==> src/rtl/multiplier.sv <==
`default_nettype none
// ============================================================================
// multiplier : iterative shift-add unsigned multiplier, one partial product per clock
// Revision   : 1.0
// ============================================================================
module multiplier #(
  parameter int DATA_WIDTH = 16
) (
  input  logic                      Clk,
  input  logic                      nReset,
  input  logic [DATA_WIDTH-1:0]     InputA,
  input  logic [DATA_WIDTH-1:0]     InputB,
  input  logic                      Start,
  output logic [2*DATA_WIDTH-1:0]   Product,
  output logic                      Ready
);

  localparam int              CNT_W    = $clog2(DATA_WIDTH + 1);
  localparam logic [CNT_W-1:0] c_steps = CNT_W'(DATA_WIDTH);
  localparam logic [CNT_W-1:0] c_one   = CNT_W'(1);
  localparam logic [0:0]      c_idle   = 1'b0;
  localparam logic [0:0]      c_run    = 1'b1;

  logic [0:0]              r_state;
  logic [0:0]              w_state_next;
  logic [2*DATA_WIDTH-1:0] r_mcand;
  logic [2*DATA_WIDTH-1:0] r_acc;
  logic [DATA_WIDTH-1:0]   r_mplier;
  logic [CNT_W-1:0]        r_count;
  logic [2*DATA_WIDTH-1:0] w_acc_sum;
  logic                    w_last_step;
  logic                    w_accept;

  assign w_acc_sum   = r_mplier[0] ? (r_acc + r_mcand) : r_acc;
  assign w_last_step = (r_count == c_one);
  assign w_accept    = (r_state == c_idle) && Start;

  always_ff @(posedge Clk or negedge nReset) begin
    if (!nReset) begin
      r_state <= c_idle;
    end else begin
      r_state <= w_state_next;
    end
  end

  always_comb begin
    w_state_next = r_state;
    case (r_state)
      c_idle:  if (Start) w_state_next = c_run;
      c_run:   if (w_last_step) w_state_next = c_idle;
      default: w_state_next = c_idle;
    endcase
  end

  always_comb begin
    Ready = (r_state == c_idle);
  end

  // Product is written only on the final step so partial sums never appear.
  always_ff @(posedge Clk or negedge nReset) begin
    if (!nReset) begin
      r_mcand  <= '0;
      r_mplier <= '0;
      r_acc    <= '0;
      r_count  <= '0;
      Product  <= '0;
    end else if (w_accept) begin
      r_mcand  <= {{DATA_WIDTH{1'b0}}, InputA};
      r_mplier <= InputB;
      r_acc    <= '0;
      r_count  <= c_steps;
    end else if (r_state == c_run) begin
      r_acc    <= w_acc_sum;
      r_mcand  <= r_mcand << 1;
      r_mplier <= r_mplier >> 1;
      r_count  <= r_count - c_one;
      if (w_last_step) begin
        Product <= w_acc_sum;
      end
    end
  end

endmodule
`default_nettype wire

==> config.mk <==
export PLATFORM = sky130hd
export DESIGN_NAME = multiplier
export DESIGN_NICKNAME = d
export VERILOG_FILES = /design/src/rtl/multiplier.sv
export SDC_FILE = /design/constraint.sdc
export NUM_CORES = 1
export LEC_CHECK = 0
export CORE_MARGIN = 2
export CORE_UTILIZATION = 52
export DETAILED_ROUTE_END_ITERATION = 10
export PLACE_DENSITY = 0.77
export SYNTH_ARGS = -nofsm -noshare
export SYNTH_HDL_FRONTEND = slang
export SYNTH_SLANG_ARGS = --single-unit
==> constraint.sdc <==
create_clock -name Clk -period 2.5 [get_ports Clk]
set_input_delay 0.375 -clock Clk [delete_from_list [all_inputs] [get_ports Clk]]
set_output_delay 0.375 -clock Clk [all_outputs]
set_load 0.01 [all_outputs]
Word level (Yosys, flattened, before mapping). Cells that the tools add are included.

Equality and inequality tests: 1. Reductions and logical operators: 3. Add/sub/neg operators: 2. Muxes and demuxes: 12. Bitwise logic cells: 2.

Operators with widths (number): $mux 32 (5); $add 32x32->32 (1); $mux 16 (2); $mux 5 (2); $eq 5x1->1 const B (1); $sub 5x1->5 const B (1); $reduce_and 3->1 (1); $mux 1 (2); $not 1->1 (2); $pmux 1 s2 (1); $reduce_bool 2->1 (1); $logic_and 1x1->1 (1).

Register bits after elaboration: 118. Input bits: 35. Output and inout port bits: 33. Word-level logic and storage cells: 26.

Longest topological paths before layout.
Word-level depth: 4. Depth in mapped cells: 11. Gate-level depth less buffers: 11.

Worst setup path before layout. No wires, ideal clock.

Path kind: reg2reg. From: reg r_mcand[0]. To: reg r_acc[26]. Setup time: 0.125 ns. Path slack: -0.072 ns. Stages on the path, launching flop included: 12. Required time: 2.375 ns. Buffers on the path: 0. Arrival: 2.447 ns. Period minus slack after synthesis: 2.572 ns. Path through: dfrtp_1 > ha_1 > fa_1 > a21oi_1 > o21ai_1 > o21ai_1 > o21ai_1 > o2111ai_2 > a31oi_2 > a311oi_1 > xor2_1 > o21ai_1.

Word-level cells in the longest chain between the ends: 4.

RTL lines: start: declaration (line 26) `logic [2*DATA_WIDTH-1:0] r_mcand;`; start signal: assignment (line 68) `r_mcand <= {{DATA_WIDTH{1'b0}}, InputA};`; start signal: assignment (line 74) `r_mcand <= r_mcand << 1;`; $add 32x32->32 (line 34) `assign w_acc_sum = r_mplier[0] ? (r_acc + r_mcand) : r_acc;`; $mux 32 (line 34); $mux 32 (line 72) `end else if (r_state == c_run) begin`; $mux 32 (line 67) `end else if (w_accept) begin`; end signal: assignment (line 73) `r_acc <= w_acc_sum;`; end: declaration (line 27) `logic [2*DATA_WIDTH-1:0] r_acc;`.

Every way passes these cells. The select of a mux whose other input is x is not followed. A chain may end at the register's enable or synchronous reset.

Worst setup path in the final report.
From: reg r_mcand[0]. To: reg Product[12].

Word-level cells in the longest chain between the ends: 2.

RTL lines: $add 32x32->32 (line 34); $mux 32 (line 34); end signal: assignment (line 78) `Product <= w_acc_sum;`; end: declaration (line 14) `output logic [2*DATA_WIDTH-1:0] Product,`.

Every way passes these cells.

==> out/results.tsv <==
stage	metric	value	unit
status	outcome	finished with violations	
status	violated checks	setup timing	
routing	DRC errors left	0	
synth	Synth top area share	44.2	%
finish	net total in the final layout	913	
timing	max_slew headroom	54.6	%
cts	TritonCTS Sinks	118	
synth	register area share after synthesis	44.2	%
cts	CTS tree	built	
worst_setup_path	Buf/Inv on CP	1	
timing	period utilization	109	%
floorplan	Starting Density	53.1	%
global_routing	vias in the first global route	6366	
routing	WL met2	10.2	mm
worst_setup_path	register-to-register setup slack	-0.24	ns
worst_setup_path	Max Fanout on Critical Path	2	
worst_setup_path	reg-to-reg startpoint	r_mcand[0]	
floorplan	die area	13800	um2
worst_setup_path	cell with the largest stage delay on the worst path	dfrtp_1	
synth	cells after synthesis	695	
routing	met1 wire length	8.25	mm
worst_setup_path	r2r worst-path depth	12	
finish	final core occ	74.2	%
worst_setup_path	max incr delay on CP	0.41	ns
global_routing	gr usage total	28.1	%
pwr	total power	13000	uW
finish	layout cell share with drive strength beyond 1	27.5	%
run	maxcap violations	0	
worst_setup_path	critical-path cell list	ha_2 -> fa_2 -> a21oi_2 -> o21ai_2 -> o21ai_2 -> buf_4 -> o21ai_2 -> o21a_1 -> nor2_1 -> xnor2_1 -> mux2_4 -> mux2_2	
routing	drt wl/cell	19.8	um
synth	ranking of synthesized cells by area	dfrtp_1 44%, nand2_1 6.7%, ha_1 6.2%	
synth	Syn Area/Cell	9.60	um2
finish	# diodes	0	
cts	CTS Buffer Depth	2	
worst_setup_path	CP required	2.81	ns
routing	detailed router's first-iteration violation count	522	
global_routing	first-pass GRT wire length	31.1	mm
timing	RSZ-0062 raised after global routing	yes	
routing	final WL	20.3	mm
routing	vias	6220	
global_routing	initial antenna violation count	0	
synth	Netlist Area Pre-Place	6680	um2
placement	Routability Congestion	0.930	
worst_setup_path	Levels on crit path	12	
routing	First-pass DRT Iterations	6	
synth	ys flop type	dfrtp_1	
timing	Worst Max-Slew Pin Slew	0.682	ns
worst_setup_path	Startpoint Class	flip-flop	
global_routing	GRT Residual Overflow	0	
timing	fmax	366	MHz
synth	distinct cell type count after synthesis	59	
synth	synthesis-stage register bit count	118	
hold_path	worst hold path type	input port to asynchronous set/reset pin	
synth	Yosys Warn Count	0	
cts	later-pin clock latency in the skew report	0.43	ns
timing	Hold Vio Cnt, Final	0	
worst_setup_path	crit path DAT	3.05	ns
global_routing	largest net degree at the start of global routing	73	
pwr	PwrDens	1390	nW/um2
worst_setup_path	Top delay family on crit path	compound AO/OA/AOI/OAI gates	
placement	DP HPWL	12.0	mm
floorplan	Rows	41	
cts	H-tree depth	4	
synth	Yosys top cell by area	dfrtp_1	
synth	EDFF count, synth	0	
cts	Worst-path clk slew	0.05	ns
finish	Area Growth Syn to Fin	39.7	%
synth	Synth Net Count	764	
finish	Layout fillers	833	
floorplan	Die H	117	um
timing	Setup-failing EPs final	32	
routing	Top Layer Used	met4	
cts	Root Buffer	clkbuf_16	
floorplan	IO Count	68	
placement	IO buf count	67	
timing	final-report max-slew violation count	0	
floorplan	Die Span X	117	um
synth	Post-synth ARST share	100	%
timing	Fin Hold WS	0.327	ns
pwr	static leakage	0.00423	uW
timing	min Tclk post-route	2.74	ns
worst_setup_path	cell mode on critical path	o21ai_2	
worst_setup_path	Critical R2R Capture	Product[12]	
cts	Num CTS Buffers	17	
routing	met3 WL	1.12	mm
pwr	Worst VDD drop	0.000675	V
timing	Final Worst Setup Slack	-0.236	ns
routing	mean number of vias per cell	6.06	
finish	most frequent cells in the layout	116 x dfrtp_1, 116 x nand2_1, 96 x buf_4	
floorplan	Core Area	12600	um2
routing	ANT nets after route	0	
worst_setup_path	nature of the critical path endpoint	flip-flop	
timing	Final Skew	0.00762	ns
worst_setup_path	kind of critical path	flip-flop to flip-flop	
[layout make-up]
| cell class | count | area (um2) | share of cell area [%] |
|---|---|---|---|
| Clock buffer | 25 | 505 | 5.42 |
| Multi-Input combinational cell | 525 | 4080 | 43.8 |
| Tap cell | 172 | 215 | 2.31 |
| Clock inverter | 4 | 45.0 | 0.483 |
| Inverter | 14 | 52.6 | 0.564 |
| Timing Repair Buffer | 168 | 1470 | 15.8 |
| Sequential cell | 118 | 2960 | 31.7 |
[logic make-up (layout without fill, tap and decap cells)]
family                   Yosys count  after routing  share of synthesized area, %
multiplexers                      55             55                          8.60
XOR/XNOR                          26             26                          3.41
AO/OA/AOI/OAI                    212            212                          21.2
buffers and inverters             52            211                          3.00
AND/OR/NAND/NOR                  198            198                          13.0
flip-flops                       118            118                          44.2
adder cells (fa/ha/maj)           34             34                          6.49
[worst register-to-register path, cell delays in order, from the launching register on]
cell and delay [ns]:
dfrtp_1 0.41, ha_2 0.23, fa_2 0.35, a21oi_2 0.15, o21ai_2 0.08, o21ai_2 0.21, buf_4 0.17, o21ai_2 0.06
o21a_1 0.19, nor2_1 0.15, xnor2_1 0.09, mux2_4 0.27, mux2_2 0.26
[synthesized netlist by cell type (4+ instances only)]
cell type,instances
inv_1,13
ha_1,33
mux2_2,19
nor2_1,30
mux2i_1,36
nor2b_1,7
a21o_1,8
or3_1,6
o21ai_1,9
dfrtp_1,118
nand2_1,120
o31ai_1,4
nand3b_1,4
a21oi_1,46
o21ai_0,65
a22o_1,36
and3_1,6
nor3_1,4
clkbuf_1,31
xnor2_1,21
buf_2,4
xor2_1,5
o21bai_1,5
nand3_1,9
[layer usage]
layer	up-vias	global-route usage, %
met5	-	0
met4	0	14.5
met3	67	7.44
met2	266	47.3
met1	3085	33.0
li1	2802	-
[sequential cells by signal, summed over array words and instances, names as in the netlist]
| signal | count |
|---|---|
| Product | 32 |
| r_acc | 32 |
| r_count | 5 |
| r_mcand | 32 |
| r_mplier | 16 |
| r_state | 1 |
[where the power goes]
part / leakage [uW] / switching, uW / internal, uW
logic: 0.00243 / 3720 / 3540
registers: 0.00152 / 694 / 2690
clock network: 0.000275 / 854 / 1470
total: 0.00423 / 5270 / 7700
[timing repair]
item,4_1_cts,5_1_grt
setup endpoints to repair,33,38
hold endpoints to repair,8,0
hold buffers,1,0
setup buffers,13,14
gates resized for setup,41,70
pin swaps,40,34
[worst max-delay path by stage]
stage	to	startpoint	slack, ns
finish	Product[12]	r_mcand[0]	-0.24
global route	Product[26]	r_mcand[0]	-0.30
CTS	r_acc[26]	r_acc[0]	-0.12
detailed placement	r_acc[26]	r_mcand[0]	-0.24
global placement	r_acc[26]	r_mcand[0]	-0.17
floorplan	r_acc[26]	r_mcand[0]	0.02
[stage by stage]
| step | TNS [ns] | worst slack, ns | cells | cell area, um2 |
|---|---|---|---|---|
| floorplan | 0 | 0.0236 | 695 | 6680 |
| global placement | -1.50 | -0.173 | 970 | 8000 |
| detailed placement | -3.08 | -0.239 | 970 | 8000 |
| CTS | -0.868 | -0.117 | 1013 | 8880 |
| global route | -5.47 | -0.298 | 1026 | 9320 |
| finish | -3.11 | -0.236 | 1026 | 9320 |
Note: power is estimated with default switching activity, not from simulation.
